$ cat src/rtl/io_port_ctrl_if.sv
// CPU-side IN/OUT request bus plus the four device-side byte handshakes of io_port_ctrl.
interface io_port_ctrl_if #(
    parameter int unsigned WIDTH = 8
);
    logic                 cpu_rd;
    logic                 cpu_wr;
    logic [1:0]           cpu_port;
    logic [WIDTH-1:0]     cpu_wdata;
    logic [WIDTH-1:0]     cpu_rdata;
    logic                 cpu_stall;
    logic [4*WIDTH-1:0]   in_data;
    logic [3:0]           in_valid;
    logic [3:0]           in_ready;
    logic [4*WIDTH-1:0]   out_data;
    logic [3:0]           out_valid;
    logic [3:0]           out_ready;
    logic                 clr_err;
    logic                 err_timeout;

    modport slave (
        input  cpu_rd, cpu_wr, cpu_port, cpu_wdata, in_data, in_valid, out_ready, clr_err,
        output cpu_rdata, cpu_stall, in_ready, out_data, out_valid, err_timeout
    );

    modport master (
        output cpu_rd, cpu_wr, cpu_port, cpu_wdata, in_data, in_valid, out_ready, clr_err,
        input  cpu_rdata, cpu_stall, in_ready, out_data, out_valid, err_timeout
    );
endinterface

$ cat src/rtl/io_port_ctrl.sv
// Handshaked I/O port controller: one byte buffer per input and output port, CPU stall on
// not-ready ports. Define IO_TIMEOUT_EN to build the bounded-wait abort and err_timeout.
module io_port_ctrl #(
    parameter int unsigned WIDTH   = 8,
    parameter int unsigned TIMEOUT = 16
) (
    input logic           clk,
    input logic           reset,
    io_port_ctrl_if.slave bus
);
    if (TIMEOUT < 1 || TIMEOUT > 255) begin : g_timeout_range
        $error("io_port_ctrl: TIMEOUT must be in 1..255");
    end

    logic [3:0][WIDTH-1:0] in_buf_q, in_buf_d;
    logic [3:0][WIDTH-1:0] out_buf_q, out_buf_d;
    logic [3:0]            in_full_q, in_full_d;
    logic [3:0]            out_full_q, out_full_d;

    logic op_rd, op_wr, rd_hit, wr_hit, blocked, abort;

    // Read wins when both strobes are high.
    always_comb begin
        op_rd   = bus.cpu_rd;
        op_wr   = bus.cpu_wr & ~bus.cpu_rd;
        rd_hit  = op_rd & in_full_q[bus.cpu_port];
        wr_hit  = op_wr & ~out_full_q[bus.cpu_port];
        blocked = ~reset & ((op_rd & ~in_full_q[bus.cpu_port]) |
                            (op_wr & out_full_q[bus.cpu_port]));
    end

    assign bus.cpu_stall = blocked & ~abort;
    assign bus.cpu_rdata = rd_hit ? in_buf_q[bus.cpu_port] : '0;
    assign bus.in_ready  = ~in_full_q & {4{~reset}};
    assign bus.out_valid = out_full_q;
    assign bus.out_data  = out_buf_q;

    // Slots freed or filled at an edge are seen by the other side only next cycle.
    always_comb begin
        in_buf_d   = in_buf_q;
        in_full_d  = in_full_q;
        out_buf_d  = out_buf_q;
        out_full_d = out_full_q;
        for (int p = 0; p < 4; p++) begin
            if (bus.in_valid[p] && !in_full_q[p]) begin
                in_buf_d[p]  = bus.in_data[p*WIDTH +: WIDTH];
                in_full_d[p] = 1'b1;
            end
            if (bus.out_ready[p] && out_full_q[p]) begin
                out_full_d[p] = 1'b0;
            end
        end
        if (rd_hit) begin
            in_full_d[bus.cpu_port] = 1'b0;
        end
        if (wr_hit) begin
            out_buf_d[bus.cpu_port]  = bus.cpu_wdata;
            out_full_d[bus.cpu_port] = 1'b1;
        end
    end

    always_ff @(posedge clk or posedge reset) begin
        if (reset) begin
            in_buf_q   <= '0;
            in_full_q  <= '0;
            out_buf_q  <= '0;
            out_full_q <= '0;
        end else begin
            in_buf_q   <= in_buf_d;
            in_full_q  <= in_full_d;
            out_buf_q  <= out_buf_d;
            out_full_q <= out_full_d;
        end
    end

`ifdef IO_TIMEOUT_EN
    localparam logic [1:0] StIdle    = 2'd0;
    localparam logic [1:0] StWaitIn  = 2'd1;
    localparam logic [1:0] StWaitOut = 2'd2;

    logic [1:0] state_q, state_d;
    logic [1:0] port_q;
    logic [7:0] wait_cnt_q, wait_cnt_d, cnt_cur;
    logic       same_req, err_q, err_d;

    // A change of operation or port restarts the count from this cycle.
    assign same_req = (port_q == bus.cpu_port) &&
                      ((state_q == StWaitIn && op_rd) || (state_q == StWaitOut && op_wr));
    assign cnt_cur  = same_req ? wait_cnt_q : 8'd0;
    assign abort    = blocked && (cnt_cur == 8'(TIMEOUT));

    always_comb begin
        state_d    = StIdle;
        wait_cnt_d = 8'd0;
        err_d      = err_q;
        if (blocked && !abort) begin
            state_d    = op_rd ? StWaitIn : StWaitOut;
            wait_cnt_d = cnt_cur + 8'd1;
        end
        if (abort) begin
            err_d = 1'b1;
        end else if (bus.clr_err) begin
            err_d = 1'b0;
        end
    end

    always_ff @(posedge clk or posedge reset) begin
        if (reset) begin
            state_q    <= StIdle;
            port_q     <= 2'd0;
            wait_cnt_q <= 8'd0;
            err_q      <= 1'b0;
        end else begin
            state_q    <= state_d;
            port_q     <= bus.cpu_port;
            wait_cnt_q <= wait_cnt_d;
            err_q      <= err_d;
        end
    end

    assign bus.err_timeout = err_q;
`else
    // Without the abort the stall is fully described by the buffer flags.
    assign abort           = 1'b0;
    assign bus.err_timeout = 1'b0;
`endif
endmodule

$ cat src/flat_wrapper.sv
// flat-port wrapper written by rule: the top's interface ports become plain ports
module io_port_ctrl_flat 
#(
    parameter int unsigned WIDTH   = 8,
    parameter int unsigned TIMEOUT = 16
)
  (clk, reset, bus_cpu_rd, bus_cpu_wr, bus_cpu_port, bus_cpu_wdata, bus_in_data, bus_in_valid, bus_out_ready, bus_clr_err, bus_cpu_rdata, bus_cpu_stall, bus_in_ready, bus_out_data, bus_out_valid, bus_err_timeout);
  io_port_ctrl_if #(.WIDTH(WIDTH)) bus_i ();
  input logic clk;
  input logic reset;
  input wire logic [$bits(bus_i.cpu_rd)-1:0] bus_cpu_rd;
  input wire logic [$bits(bus_i.cpu_wr)-1:0] bus_cpu_wr;
  input wire logic [$bits(bus_i.cpu_port)-1:0] bus_cpu_port;
  input wire logic [$bits(bus_i.cpu_wdata)-1:0] bus_cpu_wdata;
  input wire logic [$bits(bus_i.in_data)-1:0] bus_in_data;
  input wire logic [$bits(bus_i.in_valid)-1:0] bus_in_valid;
  input wire logic [$bits(bus_i.out_ready)-1:0] bus_out_ready;
  input wire logic [$bits(bus_i.clr_err)-1:0] bus_clr_err;
  output wire logic [$bits(bus_i.cpu_rdata)-1:0] bus_cpu_rdata;
  output wire logic [$bits(bus_i.cpu_stall)-1:0] bus_cpu_stall;
  output wire logic [$bits(bus_i.in_ready)-1:0] bus_in_ready;
  output wire logic [$bits(bus_i.out_data)-1:0] bus_out_data;
  output wire logic [$bits(bus_i.out_valid)-1:0] bus_out_valid;
  output wire logic [$bits(bus_i.err_timeout)-1:0] bus_err_timeout;
  assign bus_i.cpu_rd = bus_cpu_rd;
  assign bus_i.cpu_wr = bus_cpu_wr;
  assign bus_i.cpu_port = bus_cpu_port;
  assign bus_i.cpu_wdata = bus_cpu_wdata;
  assign bus_i.in_data = bus_in_data;
  assign bus_i.in_valid = bus_in_valid;
  assign bus_i.out_ready = bus_out_ready;
  assign bus_i.clr_err = bus_clr_err;
  assign bus_cpu_rdata = bus_i.cpu_rdata;
  assign bus_cpu_stall = bus_i.cpu_stall;
  assign bus_in_ready = bus_i.in_ready;
  assign bus_out_data = bus_i.out_data;
  assign bus_out_valid = bus_i.out_valid;
  assign bus_err_timeout = bus_i.err_timeout;
  io_port_ctrl #(.WIDTH(WIDTH), .TIMEOUT(TIMEOUT)) u_core (.clk(clk), .reset(reset), .bus(bus_i));
endmodule
$ cat config.mk
export PLATFORM = sky130hd
export DESIGN_NAME = io_port_ctrl_flat
export DESIGN_NICKNAME = d
export VERILOG_FILES = /design/src/rtl/io_port_ctrl_if.sv /design/src/rtl/io_port_ctrl.sv /design/src/flat_wrapper.sv
export SDC_FILE = /design/constraint.sdc
export NUM_CORES = 1
export LEC_CHECK = 0
export ABC_AREA = 0
export BUFFER_PORTS_ARGS = -buffer_cell sky130_fd_sc_hd__buf_2
export CAP_MARGIN = 20
export CORE_ASPECT_RATIO = 0.75
export CORE_MARGIN = 8
export CORE_UTILIZATION = 35
export CTS_CLUSTER_DIAMETER = 60
export CTS_CLUSTER_SIZE = 28
export DETAILED_ROUTE_END_ITERATION = 12
export GPL_TIMING_DRIVEN = 1
export PLACE_DENSITY = 0.58
export SETUP_SLACK_MARGIN = 0.2
export SYNTH_ARGS = -nofsm -noshare
export SYNTH_HDL_FRONTEND = slang
export SYNTH_SLANG_ARGS = --single-unit
$ cat constraint.sdc
create_clock -name clk -period 3.4 [get_ports clk]
set_input_delay 0.51 -clock clk [delete_from_list [all_inputs] [get_ports clk]]
set_output_delay 0.51 -clock clk [all_outputs]
set_load 0.01 [all_outputs]
==> results_dict.tcl <==
set metrics [dict create \
    status "finished, final reports clean" \
    finalSetupViolCount 0 \
    viasPerCell 4.87 \
    chipWidth_um 125 \
    path_common_cell "buf_2" \
    grt_pass1_wl_mm 12.8 \
    ff2ff_path_depth 2 \
    die_h_um 97.7 \
    synth.area.top_cells "dfrtp_1 (58%), mux2_2 (20%), mux4_2 (7.2%), mux2_4 (3.9%), and3_1 (1.6%)" \
    drtPass1Iterations 4 \
    min_path_type "in2async" \
    wirelength_mm 7.79 \
    ios 105 \
    async_flop_share_pct 100 \
    placedCellCount 404 \
    reg2reg_to "u_core.in_buf_q[28]" \
    slowest_stage "mux4_2" \
    critPathBufInv 2 \
    cts.clk_slew.worst_paths_ns 0.06 \
    slowest_delay_ns 0.67 \
    setup_tns_ns 0 \
    finalNonFillerCells 420 \
    r2r_slack_ns 1.71 \
    slew_headroom_pct 38.6 \
    numClockSinks 72 \
    period_share_pct 70.4 \
    fin_skew_ns 0.00641 \
    regToRegStartpoint "u_core.in_full_q[3]" \
    cpLargestDelayFamily "multiplexers" \
    cp_max_fo 9 \
    cts_tree "done" \
    n_antenna_cell 0 \
    grt_pass1_vias 2340 \
    cts_setup_buffers 0 \
    gp_congestion 0.695 \
    synth_edf_count 0 \
    antenna_found_initial 0 \
    cap_violations 0 \
    worstPathRequired_ns 2.89 \
    cts_resized 0 \
    hold_viol 0 \
    hpwl_mm 5.88 \
    route.detailed.drc 0 \
    cts-root-buf "clkbuf_16" \
    ys_types 26 \
    start_util_pct 36.4 \
    ant_nets 0 \
    post_route_cells_drive_above_1_share_pct 63.1 \
    ys_seq_elements 72 \
    clock_latency_ns 0.32 \
    synthCells 202 \
    wl_per_cell_um 18.5 \
    tightest_slew_ns 0.920 \
    fmax_mhz 418 \
    layout_min_cycle_time_ns 2.39 \
    dieArea_um2 12200 \
    areaGrowthSynthToFinish_pct 29.9 \
    synth_top_area_cell "dfrtp_1" \
    synth_top_area_share_pct 57.8 \
    fp-row-count 29 \
    yosys_warnings 0 \
    netlist_area_um2 3120 \
    dr.first_iter.drc_count 100 \
    ctsHoldBuffers 0 \
    nets 362 \
    cts_buffer_depth 2 \
    start_kind "primary input" \
    crit_arrival_ns 1.88 \
    port_buffers 102 \
    p_leak_nw 1.96 \
    synth_seq_area_share_pct 57.8 \
    place_ws_ns 0.999 \
    htree_num_levels 3 \
    yosys-top-cells-count "dfrtp_1 (72), mux2_2 (56), mux4_2 (10)" \
    p_per_area_nw_per_um2 730 \
    syn_avg_cell_area_um2 15.4 \
    cts_buffers 9 \
    end_kind "output port" \
    dr_total_vias 2045 \
    coreArea_um2 8560 \
    rsz0062_at_grt "false" \
    finalPower_mw 2.95 \
    synthFlopType "dfrtp_1" \
    yosysMostFrequentCell "dfrtp_1" \
    crit_chain "buf_2 > mux4_2 > nand2b_1 > a21oi_1 > buf_2" \
    critPathKind "in2out" \
    syn-num-nets 257 \
    overflow 0 \
    grtUsageTotal_pct 13.3 \
    ir_drop_uv 325 \
    setup_slack_ns 1.01 \
    grt_max_degree 44 \
    maxSlewViolCount 0 \
    fin_util_pct 47.3 \
]
power by group:
part / internal, mW / switching [mW] / leakage, nW
sequential: 1.12 / 0.143 / 0.856
clock: 0.661 / 0.340 / 0.152
combinational: 0.413 / 0.279 / 0.950
total: 2.19 / 0.762 / 1.96
how the worst max path moves through the flow:
| stage | startpoint | to | slack (ns) | cells after the start |
|---|---|---|---|---|
| finish | bus_cpu_port[0] | bus_cpu_stall | 1.01 | 5 |
| global route | bus_cpu_port[0] | bus_cpu_stall | 0.90 | 5 |
| CTS | bus_cpu_port[0] | bus_cpu_stall | 1.0 | 5 |
| detailed placement | bus_cpu_port[0] | bus_cpu_stall | 1.0 | 5 |
| global placement | bus_cpu_port[0] | bus_cpu_stall | 0.99 | 5 |
| floorplan | reset | u_core.bus.out_data[0] | 1.07 | 1 |
per-stage QoR:
| stage | instance area, µm² | hold slack (ns) |
|---|---|---|
| 2_1_floorplan | 3120 | 0.475 |
| 3_3_place_gp | 3720 | 0.485 |
| 3_5_place_dp | 3720 | 0.487 |
| 4_1_cts | 4050 | 0.348 |
| 5_1_grt | 4050 | 0.380 |
| 6_report | 4050 | 0.332 |
worst register-to-register path: stages, from the launching register on:
cell and delay [ns]:
dfrtp_1 0.42, nor2b_1 0.73, mux2_2 0.42
area by class of cell:
class / count / area (µm²)
clock inverter: 5 / 80.1
timing repair buffer: 104 / 538
sequential: 72 / 1800
fill: 785 / 4520
clock buffer: 11 / 243
multi-input combinational: 114 / 1230
inverter: 6 / 22.5
tap: 108 / 135
layer usage:
metal,share of wire [%],track usage (%)
met2,48,21.2
met1,46,16.5
met5,0,0
met3,4.4,4.17
met4,0.90,4.76
flip-flops by register name (all words and copies together) (netlist names):
register              flops
u_core.bus.out_data      32
u_core.bus.out_valid      4
u_core.in_buf_q          32
u_core.in_full_q          4
kinds of logic (layout without fill, tap and decap cells):
group | after synthesis | count (layout) | share of synthesized area, %
multiplexers | 74 | 74 | 31.3
flip-flops | 72 | 72 | 57.8
AND/OR/NAND/NOR | 30 | 30 | 6.14
buffers and inverters | 16 | 126 | 2.81
AO/OA/AOI/OAI | 9 | 9 | 1.81
other | 1 | 1 | 0.120
cell usage in the layout, fill, tap and decap left out:
cell / count
a41oi_1: 1
clkbuf_8: 1
nor2b_1: 5
inv_1: 5
nand3b_2: 1
nand3_1: 2
clkbuf_16: 9
clkbuf_1: 1
clkinv_2: 1
buf_12: 1
nand2_1: 1
buf_4: 1
bufinv_16: 2
nor2_1: 7
and3_1: 8
conb_1: 1
a21oi_1: 2
mux4_2: 10
o21ai_0: 3
buf_2: 102
nor3b_1: 1
mux2_4: 8
nor3b_4: 1
a21o_1: 3
inv_2: 1
or3_1: 1
nand4_2: 1
nand3b_1: 1
nand2b_1: 1
clkinvlp_4: 2
mux2_2: 56
dfrtp_1: 72
(Power assumes the default switching activity.)
